===== config.mk =====
export PLATFORM = sky130hd
export DESIGN_NAME = fp_mult_core_seq_flat
export DESIGN_NICKNAME = d
export VERILOG_FILES = /design/src/rtl/fp_mult_core_seq_if.sv /design/src/rtl/fp_mult_core_seq.sv /design/src/flat_wrapper.sv
export SDC_FILE = /design/constraint.sdc
export NUM_CORES = 1
export LEC_CHECK = 0
export ABC_AREA = 0
export BUFFER_PORTS_ARGS = -buffer_cell sky130_fd_sc_hd__buf_2
export CORE_MARGIN = 5
export CORE_UTILIZATION = 50
export CTS_CLUSTER_SIZE = 14
export DETAILED_ROUTE_END_ITERATION = 10
export HOLD_SLACK_MARGIN = 0.08
export PLACE_DENSITY_LB_ADDON = 0.1
export SLEW_MARGIN = 20
export SYNTH_ARGS = -nofsm -noshare
export SYNTH_HDL_FRONTEND = slang
export SYNTH_SLANG_ARGS = --single-unit
export TNS_END_PERCENT = 100

===== constraint.sdc =====
create_clock -name clk -period 13.37 [get_ports clk]
set_input_delay 0.6685 -clock clk [delete_from_list [all_inputs] [get_ports clk]]
set_output_delay 0.6685 -clock clk [all_outputs]
set_load 0.05 [all_outputs]

===== src/rtl/fp_mult_core_seq_if.sv =====
// Handshake and result bundle for fp_mult_core_seq: operand valid/ready in,
// rounding-stage input set out.
interface fp_mult_core_seq_if;
  logic        in_valid;
  logic        in_ready;
  logic [31:0] a;
  logic [31:0] b;
  logic        out_valid;
  logic        out_ready;
  logic [23:0] mantissa;
  logic        guard;
  logic        sticky;
  logic        sign_mult;
  logic [9:0]  exp_out;
  logic [1:0]  special;

  modport master (
    output in_valid, a, b, out_ready,
    input  in_ready, out_valid, mantissa, guard, sticky, sign_mult, exp_out, special
  );

  modport slave (
    input  in_valid, a, b, out_ready,
    output in_ready, out_valid, mantissa, guard, sticky, sign_mult, exp_out, special
  );
endinterface


===== src/rtl/fp_mult_core_seq.sv =====
// Iterative binary32 multiplier datapath: 24-cycle radix-2 shift-add plus one normalize cycle.
// Define FP_MULT_EARLY_EXIT_EN to send special-case operands straight to DONE one edge after acceptance.
module fp_mult_core_seq (
  input  logic              clk,
  input  logic              rst,
  fp_mult_core_seq_if.slave bus
);

  typedef enum logic [1:0] {IDLE, MUL, NORM, DONE} state_t;

  localparam logic [1:0] SPC_NORMAL = 2'b00;
  localparam logic [1:0] SPC_ZERO   = 2'b01;
  localparam logic [1:0] SPC_INF    = 2'b10;
  localparam logic [1:0] SPC_NAN    = 2'b11;

  state_t      state, state_next;
  logic [4:0]  cnt;
  logic [23:0] ma, mb;
  logic [7:0]  ea, eb;
  logic [47:0] acc;
  logic        sign_r;
  logic [1:0]  special_r;
  logic        accept, load_out;

  logic [7:0]  ea_in, eb_in;
  logic [22:0] fa_in, fb_in;
  logic        zero_a, zero_b, inf_a, inf_b, nan_a, nan_b;
  logic [1:0]  special_in;

  logic [9:0]  exp_sum;
  logic [23:0] norm_mant;
  logic        norm_guard, norm_sticky;
  logic [9:0]  norm_exp;

  assign ea_in = bus.a[30:23];
  assign fa_in = bus.a[22:0];
  assign eb_in = bus.b[30:23];
  assign fb_in = bus.b[22:0];

  // Denormals count as zero, so a zero exponent alone classifies an operand as zero.
  assign zero_a = (ea_in == 8'd0);
  assign zero_b = (eb_in == 8'd0);
  assign inf_a  = (ea_in == 8'hFF) && (fa_in == 23'd0);
  assign inf_b  = (eb_in == 8'hFF) && (fb_in == 23'd0);
  assign nan_a  = (ea_in == 8'hFF) && (fa_in != 23'd0);
  assign nan_b  = (eb_in == 8'hFF) && (fb_in != 23'd0);

  always_comb begin
    special_in = SPC_NORMAL;
    if (nan_a || nan_b || (inf_a && zero_b) || (inf_b && zero_a)) special_in = SPC_NAN;
    else if (inf_a || inf_b)                                      special_in = SPC_INF;
    else if (zero_a || zero_b)                                    special_in = SPC_ZERO;
  end

  assign bus.in_ready = (state == IDLE);
  assign accept       = bus.in_valid && (state == IDLE);

  assign exp_sum = {2'b00, ea} + {2'b00, eb};

  always_comb begin
    if (acc[47]) begin
      norm_mant   = acc[47:24];
      norm_guard  = acc[23];
      norm_sticky = |acc[22:0];
      norm_exp    = exp_sum - 10'd126;
    end else begin
      norm_mant   = acc[46:23];
      norm_guard  = acc[22];
      norm_sticky = |acc[21:0];
      norm_exp    = exp_sum - 10'd127;
    end
  end

  always_comb begin
    state_next = state;
    load_out   = 1'b0;
    case (state)
      IDLE: if (accept) state_next = MUL;
      MUL: begin
`ifdef FP_MULT_EARLY_EXIT_EN
        if (special_r != SPC_NORMAL) begin
          state_next = DONE;
          load_out   = 1'b1;
        end else
`endif
        if (cnt == 5'd23) state_next = NORM;
      end
      NORM: begin
        state_next = DONE;
        load_out   = 1'b1;
      end
      DONE: if (bus.out_ready) state_next = IDLE;
      default: state_next = IDLE;
    endcase
  end

  always_ff @(posedge clk) begin
    if (rst) begin
      state         <= IDLE;
      cnt           <= 5'd0;
      ma            <= 24'd0;
      mb            <= 24'd0;
      ea            <= 8'd0;
      eb            <= 8'd0;
      acc           <= 48'd0;
      sign_r        <= 1'b0;
      special_r     <= SPC_NORMAL;
      bus.out_valid <= 1'b0;
      bus.mantissa  <= 24'd0;
      bus.guard     <= 1'b0;
      bus.sticky    <= 1'b0;
      bus.sign_mult <= 1'b0;
      bus.exp_out   <= 10'd0;
      bus.special   <= SPC_NORMAL;
    end else begin
      state         <= state_next;
      bus.out_valid <= (state_next == DONE);

      if (accept) begin
        ea        <= ea_in;
        eb        <= eb_in;
        ma        <= zero_a ? 24'd0 : {1'b1, fa_in};
        mb        <= zero_b ? 24'd0 : {1'b1, fb_in};
        acc       <= 48'd0;
        cnt       <= 5'd0;
        sign_r    <= bus.a[31] ^ bus.b[31];
        special_r <= special_in;
      end

      if (state == MUL) begin
        if (mb[cnt]) acc <= acc + ({24'd0, ma} << cnt);
        cnt <= cnt + 5'd1;
      end

      // Special results carry only sign and code; the datapath fields are forced to zero.
      if (load_out) begin
        bus.sign_mult <= sign_r;
        bus.special   <= special_r;
        if (special_r == SPC_NORMAL) begin
          bus.mantissa <= norm_mant;
          bus.guard    <= norm_guard;
          bus.sticky   <= norm_sticky;
          bus.exp_out  <= norm_exp;
        end else begin
          bus.mantissa <= 24'd0;
          bus.guard    <= 1'b0;
          bus.sticky   <= 1'b0;
          bus.exp_out  <= 10'd0;
        end
      end
    end
  end

endmodule


===== src/flat_wrapper.sv =====
// flat-port wrapper written by rule: the top's interface ports become plain ports
module fp_mult_core_seq_flat 
  (clk, rst, bus_in_valid, bus_a, bus_b, bus_out_ready, bus_in_ready, bus_out_valid, bus_mantissa, bus_guard, bus_sticky, bus_sign_mult, bus_exp_out, bus_special);
  fp_mult_core_seq_if bus_i ();
  input  logic clk;
  input  logic rst;
  input wire logic [$bits(bus_i.in_valid)-1:0] bus_in_valid;
  input wire logic [$bits(bus_i.a)-1:0] bus_a;
  input wire logic [$bits(bus_i.b)-1:0] bus_b;
  input wire logic [$bits(bus_i.out_ready)-1:0] bus_out_ready;
  output wire logic [$bits(bus_i.in_ready)-1:0] bus_in_ready;
  output wire logic [$bits(bus_i.out_valid)-1:0] bus_out_valid;
  output wire logic [$bits(bus_i.mantissa)-1:0] bus_mantissa;
  output wire logic [$bits(bus_i.guard)-1:0] bus_guard;
  output wire logic [$bits(bus_i.sticky)-1:0] bus_sticky;
  output wire logic [$bits(bus_i.sign_mult)-1:0] bus_sign_mult;
  output wire logic [$bits(bus_i.exp_out)-1:0] bus_exp_out;
  output wire logic [$bits(bus_i.special)-1:0] bus_special;
  assign bus_i.in_valid = bus_in_valid;
  assign bus_i.a = bus_a;
  assign bus_i.b = bus_b;
  assign bus_i.out_ready = bus_out_ready;
  assign bus_in_ready = bus_i.in_ready;
  assign bus_out_valid = bus_i.out_valid;
  assign bus_mantissa = bus_i.mantissa;
  assign bus_guard = bus_i.guard;
  assign bus_sticky = bus_i.sticky;
  assign bus_sign_mult = bus_i.sign_mult;
  assign bus_exp_out = bus_i.exp_out;
  assign bus_special = bus_i.special;
  fp_mult_core_seq u_core (.clk(clk), .rst(rst), .bus(bus_i));
endmodule

==> flow_summary.yaml <==
cts:
  cts-htree-levels: 4
  holdBufCountCts: 0
  post-cts-setup-buffers: 0
  clock-sinks: 162
  cts_buffer_depth: 2
  clkLatencyLatePin_ns: 0.44
  cts_tree: "done"
  cts_resized: 0
  clk_pin_slew_ns: 0.07
  cts_buffers: 17
  cts_root_buffer: "clkbuf_16"
die:
  rows: 54
  dieArea_sq_um: 25000
  core_area_sq_um: 21800
  start_util_pct: 50.5
  ios: 109
  fp.dieH_um: 158
  die_x_um: 158
sta:
  finClkSkew_ns: 0.0156
  rsz0062_at_grt: "false"
  maxSlewHeadroom_pct: 31.1
  tns_ns: 0
  setup_violations: 0
  holdWs_ns: 0.451
  tightest_slew_ns: 1.03
  finalHoldViolCount: 0
  fmax_mhz: 199
  period_share_pct: 37.6
  finalCriticalPeriod_ns: 5.03
  maxSlewViolCount: 0
setup_path:
  startpoint_type: "flop"
  crit_arrival_ns: 5.40
  end_kind: "flop"
  cp-startpoint: "u_core.cnt[0]"
  cpPeakStageDelay_ns: 1.00
  path_cells: "mux4_2 -> nand2_1 -> o21ai_0 -> o21ai_0 -> o22ai_1 -> ha_1 -> nand4_1 -> or3_1 -> a2111oi_1 -> o21ai_0 -> nand2_1 -> o2111ai_1 -> a211o_1 -> o211ai_1"
  r2r_cells: 14
  rr_startpoint: "u_core.cnt[0]"
  crit_fanout: 41
  cp_slowest_cell: "dfxtp_2"
  cp.required_ns: 13.74
  crit_top_cell: "o21ai_0"
  critPathKind: "reg -> reg"
yosys:
  synth_most_common_cell: "nand2_1"
  synth.largest_area_cell: "dfxtp_1"
  ys_top_cells_by_count: "nand2_1 (168), dfxtp_1 (162), a21oi_1 (145)"
  synthFlopType: "dfxtp_1"
  synth_area_leaders: "dfxtp_1 (30%), a21oi_1 (6.6%), ha_1 (6.6%)"
  ys_seq_elements: 162
  yosys_warnings: 0
  synth_async_sr_flop_share_pct: 0
  syn_nets: 1530
  yosysUniqueCellTypes: 74
  yosysSeqAreaShare_pct: 29.5
  synth-edff-count: 0
  synth_area_per_cell_sq_um: 7.84
  synthesis.area_sq_um: 11000
  syn_inst: 1402
  synth_top_area_share_pct: 29.5
power_and_ir_drop:
  pwr-share-comb_pct: 12.2
  internal_power_mw: 0.798
  swShare_pct: 29.5
  irDropWorstVdd_mv: 0.0822
  power_leakage_nw: 4.94
  power_density_nw_per_um2: 93.2
  power.switching_mw: 0.334
  clkPwrFrac_pct: 42.8
  sequentialPowerShare_pct: 45.0
detailed_routing:
  viasPerCell: 5.99
  first_pass_iters: 6
  drt-total-wl_um: 31700
  routedWlPerCell_um: 18.3
  vias: 10400
  drt_iter0_markers: 776
  antenna_left: 0
  drc: 0
flow_run:
  cap_viol_max_count: 0
place:
  portBuffers: 108
  hpwl_um: 23400
  gp_congestion: 0.963
cells_and_area:
  final_layout_size_suffix_gt1_share_pct: 16.0
  synthToLayoutAreaGrowth_pct: 10.5
  num_antenna_cells: 0
  final_nets: 1571
global_route:
  overflow: 0
  grt_pass1_wl_um: 50800
  track_usage_pct: 25.3
  grt_pass1_vias: 9635
  grt_max_degree: 91
  antenna_found_initial: 0
min_path:
  hold_depth: 2
  hold_path.class: "reg -> reg"
  hold_path_startpoint: "u_core.mb[0]"
run_status:
  outcome: "finished, final reports clean"
-- per-stage QoR --
step | cells | worst slack, ns | area (sq um) | total power [mW] | util [%]
after floorplan | 1402 | 9.18 | 11000 | 0.616 | -
after global placement | 1704 | 8.37 | 11600 | 0.655 | 53.1
after detailed placement | 1704 | 8.36 | 11600 | 0.657 | 53.1
after CTS | 1736 | 8.36 | 12100 | 1.14 | 55.8
after global routing | 1736 | 7.82 | 12100 | 1.18 | 55.8
final | 1736 | 8.34 | 12100 | 1.13 | 55.8
-- placed cells by master (no fill, tap or decap), drive strengths merged, types with 4 or more instances in the layout --
cell type  netlist  routed
o22ai           12      12
nor2b           16      16
a31oi           19      19
nand3           80      80
o21bai          14      14
o211ai           4       4
a21o            21      21
mux2i           33      33
a21oi          146     146
a22oi           37      37
xor2            20      20
inv             29      36
mux2            45      45
o21ai           84      84
a31o             5       5
nor4            21      21
xnor2           28      28
and3             7       7
a211o            4       4
clkinvlp         0       5
buf             25     119
nand4           28      28
and2             9       9
nand3b           4       4
nand2b          12      12
dfxtp          162     162
ha              58      58
nor2           138     138
nand2          169     169
mux4            17      17
o21a             4       4
or3              7       7
a211oi          10      10
clkbuf          72      18
or2              7       7
nor3            15      15
-- sequential cells by signal, summed over array words and instances, names as in the netlist, 2 cells and up --
name                 cells
u_core.bus.mantissa     24
u_core.ea                8
u_core.bus.exp_out      10
u_core.special_r         2
u_core.acc              48
u_core.bus.special       2
u_core.mb               24
u_core.cnt               5
u_core.ma               24
u_core.state             2
u_core.eb                8
-- per-layer routing --
layer / up-vias / track usage, % / part of all wire [%]
met2: 304 / 39.7 / 45
met3: 54 / 3.58 / 5.5
met1: 4869 / 36.0 / 47
li1: 5169 / - / -
met4: 0 / 7.96 / 2.3
met5: - / 0 / 0
-- critical path: cells and delay by family (launching register included) --
| family | cells | cell delay [ns] |
|---|---|---|
| and+or+nand+nor | 4 | 0.95 |
| AOI/OAI and AO/OA | 8 | 1.92 |
| muxes | 1 | 0.62 |
| DFF | 1 | 1.00 |
| adders and majority gates | 1 | 0.46 |
-- power by group through the flow --
stage          clock network (mW)  registers (mW)  logic, mW
3_3_place_gp                    0           0.520      0.135
6_report                    0.484           0.509      0.138
2_1_floorplan                   0           0.513      0.103
3_5_place_dp                    0           0.520      0.137
4_1_cts                     0.492           0.509      0.138
5_1_grt                     0.512           0.511      0.153
-- kinds of logic after synthesis --
logic type	synth area share, %
flops	29.5
simple gates	21.9
compound gates	21.9
fa+ha+maj	6.97
xor+xnor	3.83
mux	11.2
buf+inv	4.76
-- final cells by class --
type | count | area [sq um]
tap | 280 | 350
clock buffer | 18 | 429
fill | 2107 | 9620
inverter | 30 | 113
sequential | 162 | 3240
clock inverter | 14 | 144
timing repair buffer | 119 | 626
multi-input combinational | 1113 | 7230
-- path summary, 6_finish.rpt --
path | endpoint | slack [ns]
setup / recovery | u_core.acc[41] | 8.34
hold / removal | u_core.mb[0] | 0.45
setup reg to reg | u_core.acc[41] | 8.34
hold reg to reg | u_core.mb[0] | 0.45
(Power assumes the default switching activity.)
